--- src/rtl/ymux_sel_reg.sv ---
// ymux_sel_reg
// N-channel, W-bit selector with one registered output stage.
//
// Channel choice is either direct (mode=0, channel = sel) or round-robin
// (mode=1, first valid channel at or after rr_ptr, wrapping at N).
// The chosen word is captured in a single-entry output register. That
// register can accept a new word whenever it is empty or being popped in
// the same cycle, so it sustains one word per cycle with out_ready held high.
//
// Handshake rule, identical for every input channel and for the output:
// a word moves on a rising edge exactly when its valid and ready are both
// high in the cycle before that edge. Valid never depends on ready. in_ready
// is combinational and has at most one bit set.
//
// Parameters:
//   W  - data width per channel (>= 1)
//   N  - number of input channels (2..16)
//   SW - width of sel, out_chan and the round-robin pointer
//
// Ports:
//   clk        rising-edge clock
//   reset_n    asynchronous active-low reset
//   mode       0 = direct select, 1 = round-robin
//   sel        channel index used in direct mode
//   in_data    flattened channel data; channel i is in_data[i*W +: W]
//   in_valid   per-channel valid
//   in_ready   per-channel ready (combinational, one-hot or zero)
//   out_data   registered data word
//   out_chan   index of the channel held in the output register
//   out_valid  output register holds a word
//   out_ready  consumer accepts the held word this cycle
//   out_parity (only with YMUX_SEL_PARITY_EN) XOR reduction of out_data
//
// Optional feature: define YMUX_SEL_PARITY_EN to add the out_parity port.
module ymux_sel_reg #(
  parameter int W  = 8,
  parameter int N  = 4,
  parameter int SW = $clog2(N)
) (
  input  logic            clk,
  input  logic            reset_n,
  input  logic            mode,
  input  logic [SW-1:0]   sel,
  input  logic [N*W-1:0]  in_data,
  input  logic [N-1:0]    in_valid,
  output logic [N-1:0]    in_ready,
  output logic [W-1:0]    out_data,
  output logic [SW-1:0]   out_chan,
  output logic            out_valid,
`ifdef YMUX_SEL_PARITY_EN
  output logic            out_parity,
`endif
  input  logic            out_ready
);

  // Pointer arithmetic runs one bit wider than SW so that rr_ptr + k and
  // g + 1 never overflow before being reduced modulo N.
  localparam int          SWP1  = SW + 1;
  localparam logic [SW:0] N_EXT = SWP1'(N);

  logic [W-1:0]  out_data_q,  out_data_d;
  logic [SW-1:0] out_chan_q,  out_chan_d;
  logic          out_valid_q, out_valid_d;
  logic [SW-1:0] rr_ptr_q,    rr_ptr_d;
`ifdef YMUX_SEL_PARITY_EN
  logic          out_parity_q, out_parity_d;
`endif

  logic          can_load;
  logic          grant_valid;
  logic [SW-1:0] grant_idx;
  logic [SW:0]   cand;
  logic [SW:0]   rr_next;
  logic [W-1:0]  grant_data;
  logic          transfer;

  assign can_load = !out_valid_q || out_ready;

  // Grant selection. In direct mode a grant exists whenever sel names a
  // real channel, independent of that channel's valid; in round-robin mode
  // a grant exists only when some channel is valid.
  always_comb begin
    grant_valid = 1'b0;
    grant_idx   = '0;
    cand        = '0;
    if (!mode) begin
      if ({1'b0, sel} < N_EXT) begin
        grant_valid = 1'b1;
        grant_idx   = sel;
      end
    end else begin
      for (int k = 0; k < N; k++) begin
        cand = {1'b0, rr_ptr_q} + SWP1'(k);
        if (cand >= N_EXT) begin
          cand = cand - N_EXT;
        end
        if (!grant_valid && in_valid[cand[SW-1:0]]) begin
          grant_valid = 1'b1;
          grant_idx   = cand[SW-1:0];
        end
      end
    end
  end

  // Ready goes only to the granted channel, and never while in reset
  // (the async reset empties the register, which alone would open can_load).
  always_comb begin
    in_ready = '0;
    for (int i = 0; i < N; i++) begin
      in_ready[i] = reset_n && can_load && grant_valid && (grant_idx == SW'(i));
    end
  end

  always_comb begin
    grant_data = '0;
    for (int i = 0; i < N; i++) begin
      if (grant_idx == SW'(i)) begin
        grant_data = in_data[i*W +: W];
      end
    end
  end

  assign transfer = reset_n && grant_valid && in_valid[grant_idx] && can_load;

  // Next pointer is g+1 with an explicit wrap, so non-power-of-two N works.
  always_comb begin
    rr_next = {1'b0, grant_idx} + SWP1'(1);
    if (rr_next >= N_EXT) begin
      rr_next = '0;
    end
  end

  always_comb begin
    out_data_d  = out_data_q;
    out_chan_d  = out_chan_q;
    out_valid_d = out_valid_q;
    rr_ptr_d    = rr_ptr_q;
`ifdef YMUX_SEL_PARITY_EN
    out_parity_d = out_parity_q;
`endif
    if (transfer) begin
      // A load in the same cycle as a pop overwrites the word: no bubble.
      out_data_d  = grant_data;
      out_chan_d  = grant_idx;
      out_valid_d = 1'b1;
`ifdef YMUX_SEL_PARITY_EN
      out_parity_d = ^grant_data;
`endif
      if (mode) begin
        rr_ptr_d = rr_next[SW-1:0];
      end
    end else if (out_valid_q && out_ready) begin
      out_valid_d = 1'b0;
    end
  end

  always_ff @(posedge clk or negedge reset_n) begin
    if (!reset_n) begin
      out_data_q  <= '0;
      out_chan_q  <= '0;
      out_valid_q <= 1'b0;
      rr_ptr_q    <= '0;
`ifdef YMUX_SEL_PARITY_EN
      out_parity_q <= 1'b0;
`endif
    end else begin
      out_data_q  <= out_data_d;
      out_chan_q  <= out_chan_d;
      out_valid_q <= out_valid_d;
      rr_ptr_q    <= rr_ptr_d;
`ifdef YMUX_SEL_PARITY_EN
      out_parity_q <= out_parity_d;
`endif
    end
  end

  assign out_data  = out_data_q;
  assign out_chan  = out_chan_q;
  assign out_valid = out_valid_q;
`ifdef YMUX_SEL_PARITY_EN
  assign out_parity = out_parity_q;
`endif

endmodule

--- config.mk ---
export PLATFORM = sky130hd
export DESIGN_NAME = ymux_sel_reg
export DESIGN_NICKNAME = d
export VERILOG_FILES = /design/src/rtl/ymux_sel_reg.sv
export SDC_FILE = /design/constraint.sdc
export NUM_CORES = 1
export LEC_CHECK = 0
export CAP_MARGIN = 0
export CORE_MARGIN = 5
export CORE_UTILIZATION = 40
export CTS_CLUSTER_SIZE = 16
export DETAILED_ROUTE_END_ITERATION = 8
export PLACE_DENSITY = 0.9
export SETUP_SLACK_MARGIN = 0.3
export SLEW_MARGIN = 20
export SYNTH_ARGS = -nofsm -noshare
export SYNTH_HDL_FRONTEND = slang
export SYNTH_SLANG_ARGS = --single-unit
--- constraint.sdc ---
create_clock -name clk -period 3.3 [get_ports clk]
set_input_delay 0.495 -clock clk [delete_from_list [all_inputs] [get_ports clk]]
set_output_delay 0.495 -clock clk [all_outputs]
set_load 0.05 [all_outputs]
==> insert_results.sql <==
INSERT INTO impl_metrics (metric_group, metric, value, unit) VALUES
('status', 'status', 'complete, no violations', ''),
('timing', 'worstMarginPinSlew', '0.537', 'ns'),
('worst_setup_path', 'setup.worst_path.start', 'in_valid[2]', ''),
('clocking', 'cts_max_level', '1', ''),
('yosys', 'syn_avg_cell_area', '8.75', 'um2'),
('placed_design', 'detailedPlacementHpwl', '2.79', 'mm'),
('global_route', 'grt_util_met3', '0.0799', ''),
('yosys', 'synth_sequential_area_ratio', '0.286', ''),
('route', 'avgViaCountPerCell', '5.56', ''),
('worst_setup_path', 'worst-path-buf-inv', '3', ''),
('clocking', 'cts_tree', 'yes', ''),
('route', 'drcViolationCount', '0', ''),
('global_route', 'global_route.usage.total', '0.175', ''),
('clocking', 'clock_tree_root_driver_cell', 'sky130_fd_sc_hd__clkbuf_4', ''),
('route', 'route.detailed.wl_per_inst', '15.6', 'um'),
('global_route', 'grt_most_used_layer', 'met2', ''),
('global_route', 'grt_pass1_wl', '5.71', 'mm'),
('yosys', 'synth_nets', '176', ''),
('worst_setup_path', 'cp_cell_sequence', 'clkdlybuf4s50_1, nor2_1, a211oi_2, mux2_4, inv_1, ha_4, and2_1, buf_12', ''),
('timing', 'final_hold_viol_count', '0', ''),
('cells_and_area', 'share_of_final_layout_standard_cells_stronger_than_drive_strength_1', '0.172', ''),
('worst_setup_path', 'worst_setup_path_end_kind', 'primary output', ''),
('timing', 'grt_setup_unrepaired', 'true', ''),
('timing', 'fin_skew', '0.00343', 'ns'),
('floorplanning', 'std_cell_rows', '19', ''),
('global_route', 'gr-total-overflow', '0', ''),
('yosys', 'synth.ff_latch_count', '13', ''),
('timing', 'hold-worst-slack', '0.509', 'ns'),
('global_route', 'groute.layer.met1.usage', '0.188', ''),
('clocking', 'clock_insertion_delay_worst_skew', '0.28', 'ns'),
('timing', 'min_period_over_period', '0.876', ''),
('worst_setup_path', 'rr_worst_depth', '12', ''),
('placed_design', 'preCtsSetupSlack', '-0.0654', 'ns'),
('floorplanning', 'die_h', '63.3', 'um'),
('timing', 'slew_viols_final', '0', ''),
('floorplanning', 'chipWidth', '63.3', 'um'),
('cells_and_area', 'num-fill-cells', '228', ''),
('yosys', 'syn_area', '1140', 'um2'),
('timing', 'max-slew-margin-rel', '0.633', ''),
('yosys', 'yosys_warnings', '0', ''),
('yosys', 'postSynthCellCount', '130', ''),
('worst_setup_path', 'r2r_start', 'rr_ptr_q[1]$_DFFE_PN0P_', ''),
('timing', 'timing.fmax', '0.346', 'GHz'),
('yosys', 'postSynth.asyncResetShare', '1.00', ''),
('worst_setup_path', 'timing.critical_path.fanout_max', '11', ''),
('timing', 'final.min_clock_period', '2.89', 'ns'),
('worst_setup_path', 'critical_path_class', 'in -> out', ''),
('global_route', 'grt_start_max_net_pins', '17', ''),
('placed_design', 'place.port_buffers', '56', ''),
('clocking', 'path_clk_slew', '0.08', 'ns'),
('hold_path', 'min_path_type', 'reg -> reg', ''),
('floorplanning', 'core_area', '2730', 'um2'),
('clocking', 'cts.sink_count', '13', ''),
('cells_and_area', 'area_growth_syn_to_layout', '59.1', '%'),
('worst_setup_path', 'worst_r2r_endpoint', 'out_data[1]$_DFFE_PN0P_', ''),
('clocking', 'cts-root-to-sink-buffers', '2', ''),
('clocking', 'cts_setup_buffers', '0', ''),
('power_and_ir_drop', 'max-vdd-ir-drop', '0.541', 'mV'),
('yosys', 'ys_types', '38', ''),
('yosys', 'synth_enable_flop_cells', '0', ''),
('clocking', 'cts.hold.buffers_added', '0', ''),
('timing', 'setup-violations-final', '0', ''),
('floorplanning', 'boundaryPins', '57', ''),
('route', 'antenna_left', '0', ''),
('worst_setup_path', 'max_stage_delay', '0.53', 'ns'),
('worst_setup_path', 'critical_path.top_delay_family', 'buffers and inverters', ''),
('worst_setup_path', 'crit_path_end', 'in_ready[1]', ''),
('worst_setup_path', 'cp_data_required_time', '2.80', 'ns'),
('worst_setup_path', 'timing.critical_path.arrival', '2.40', 'ns'),
('global_route', 'gr-usage-met2', '0.292', ''),
('clocking', 'number_of_buffers_inserted_during_clock_tree_synthesis', '3', '');
-- timing repair --
action | in CTS | in global routing
gates resized for setup | 1 | 6
pin swaps | 0 | 0
setup endpoints to repair | 7 | 10
-- cells in the mapped netlist, types with 2 or more instances --
master                     count  share of area
sky130_fd_sc_hd__a22oi_1       7          0.046
sky130_fd_sc_hd__inv_1         5          0.017
sky130_fd_sc_hd__a21o_1        2          0.013
sky130_fd_sc_hd__nand2b_1      2          0.011
sky130_fd_sc_hd__a211oi_1      3          0.020
sky130_fd_sc_hd__nand2_1      11          0.036
sky130_fd_sc_hd__nand3b_1      2          0.013
sky130_fd_sc_hd__a21oi_1      13          0.057
sky130_fd_sc_hd__o21ai_0      10          0.044
sky130_fd_sc_hd__ha_1          4          0.044
sky130_fd_sc_hd__nor2_1        9          0.030
sky130_fd_sc_hd__mux2_2       12           0.12
sky130_fd_sc_hd__clkbuf_1      5          0.017
sky130_fd_sc_hd__and2_1        5          0.028
sky130_fd_sc_hd__dfrtp_1      13           0.29
sky130_fd_sc_hd__nor2b_1       5          0.028
-- layout make-up --
class / instances / area [um2] / area share
Clock buffer: 4 / 26.3 / 0.0145
Inverter: 5 / 18.8 / 0.0104
Multi-Input combinational cell: 103 / 759 / 0.420
Sequential cell: 13 / 325 / 0.180
Tap cell: 31 / 38.8 / 0.0214
Timing Repair Buffer: 61 / 641 / 0.354
-- cell families after synthesis --
group / share of synthesized area
multiplexers: 0.128
buffers and inverters: 0.0770
flip-flops: 0.286
adder cells (fa/ha/maj): 0.0440
AND/OR/NAND/NOR: 0.195
AO/OA/AOI/OAI: 0.271
-- worst min-delay path by stage --
stage | start | end
after global routing | out_data[3]$_DFFE_PN0P_ | out_data[3]$_DFFE_PN0P_
final | out_data[7]$_DFFE_PN0P_ | out_data[7]$_DFFE_PN0P_
after floorplan | reset_n | out_chan[0]$_DFFE_PN0P_
after CTS | out_data[7]$_DFFE_PN0P_ | out_data[7]$_DFFE_PN0P_
after detailed placement | out_data[7]$_DFFE_PN0P_ | out_data[7]$_DFFE_PN0P_
after global placement | out_data[6]$_DFFE_PN0P_ | out_data[6]$_DFFE_PN0P_
-- flip-flops by register name (all words and copies together), names as in the netlist --
name	count
out_valid	1
out_chan	2
rr_ptr_q	2
out_data	8
-- layout by cell type, fill, tap and decap left out, types with 2 or more instances in the layout --
master                            count
sky130_fd_sc_hd__and2_1               5
sky130_fd_sc_hd__nor2_1               9
sky130_fd_sc_hd__nand2_1             11
sky130_fd_sc_hd__a22oi_1              7
sky130_fd_sc_hd__inv_1                5
sky130_fd_sc_hd__o21ai_0             10
sky130_fd_sc_hd__buf_12               4
sky130_fd_sc_hd__ha_1                 3
sky130_fd_sc_hd__nand3b_1             2
sky130_fd_sc_hd__clkdlybuf4s50_1     51
sky130_fd_sc_hd__nor2b_1              4
sky130_fd_sc_hd__a211oi_1             2
sky130_fd_sc_hd__clkbuf_4             3
sky130_fd_sc_hd__mux2_2              11
sky130_fd_sc_hd__buf_4                5
sky130_fd_sc_hd__dfrtp_1             13
sky130_fd_sc_hd__a21oi_1             13
sky130_fd_sc_hd__nand2b_1             2
sky130_fd_sc_hd__a21o_1               2
-- where the power goes --
part / internal, mW / switching, mW / leakage [nW]
Clock: 0.0469 / 0.0521 / 0.0150
Combinational: 0.319 / 0.442 / 0.575
Sequential: 0.230 / 0.0578 / 0.159
Total: 0.597 / 0.552 / 0.749
-- routing by layer --
metal	up-vias	routed length (um)
li1	580	-
met1	559	1260
met2	58	1630
met3	9	396
met4	0	90
met5	-	0
-- through the flow --
step | total power [mW] | std cells | area [um2]
2_1_floorplan | 0.759 | 130 | 1140
6_report | 1.15 | 217 | 1810
4_1_cts | 1.14 | 217 | 1770
3_3_place_gp | 1.01 | 213 | 1750
3_5_place_dp | 1.03 | 213 | 1750
5_1_grt | 1.22 | 217 | 1810
Power figures use the tool's default switching activity.
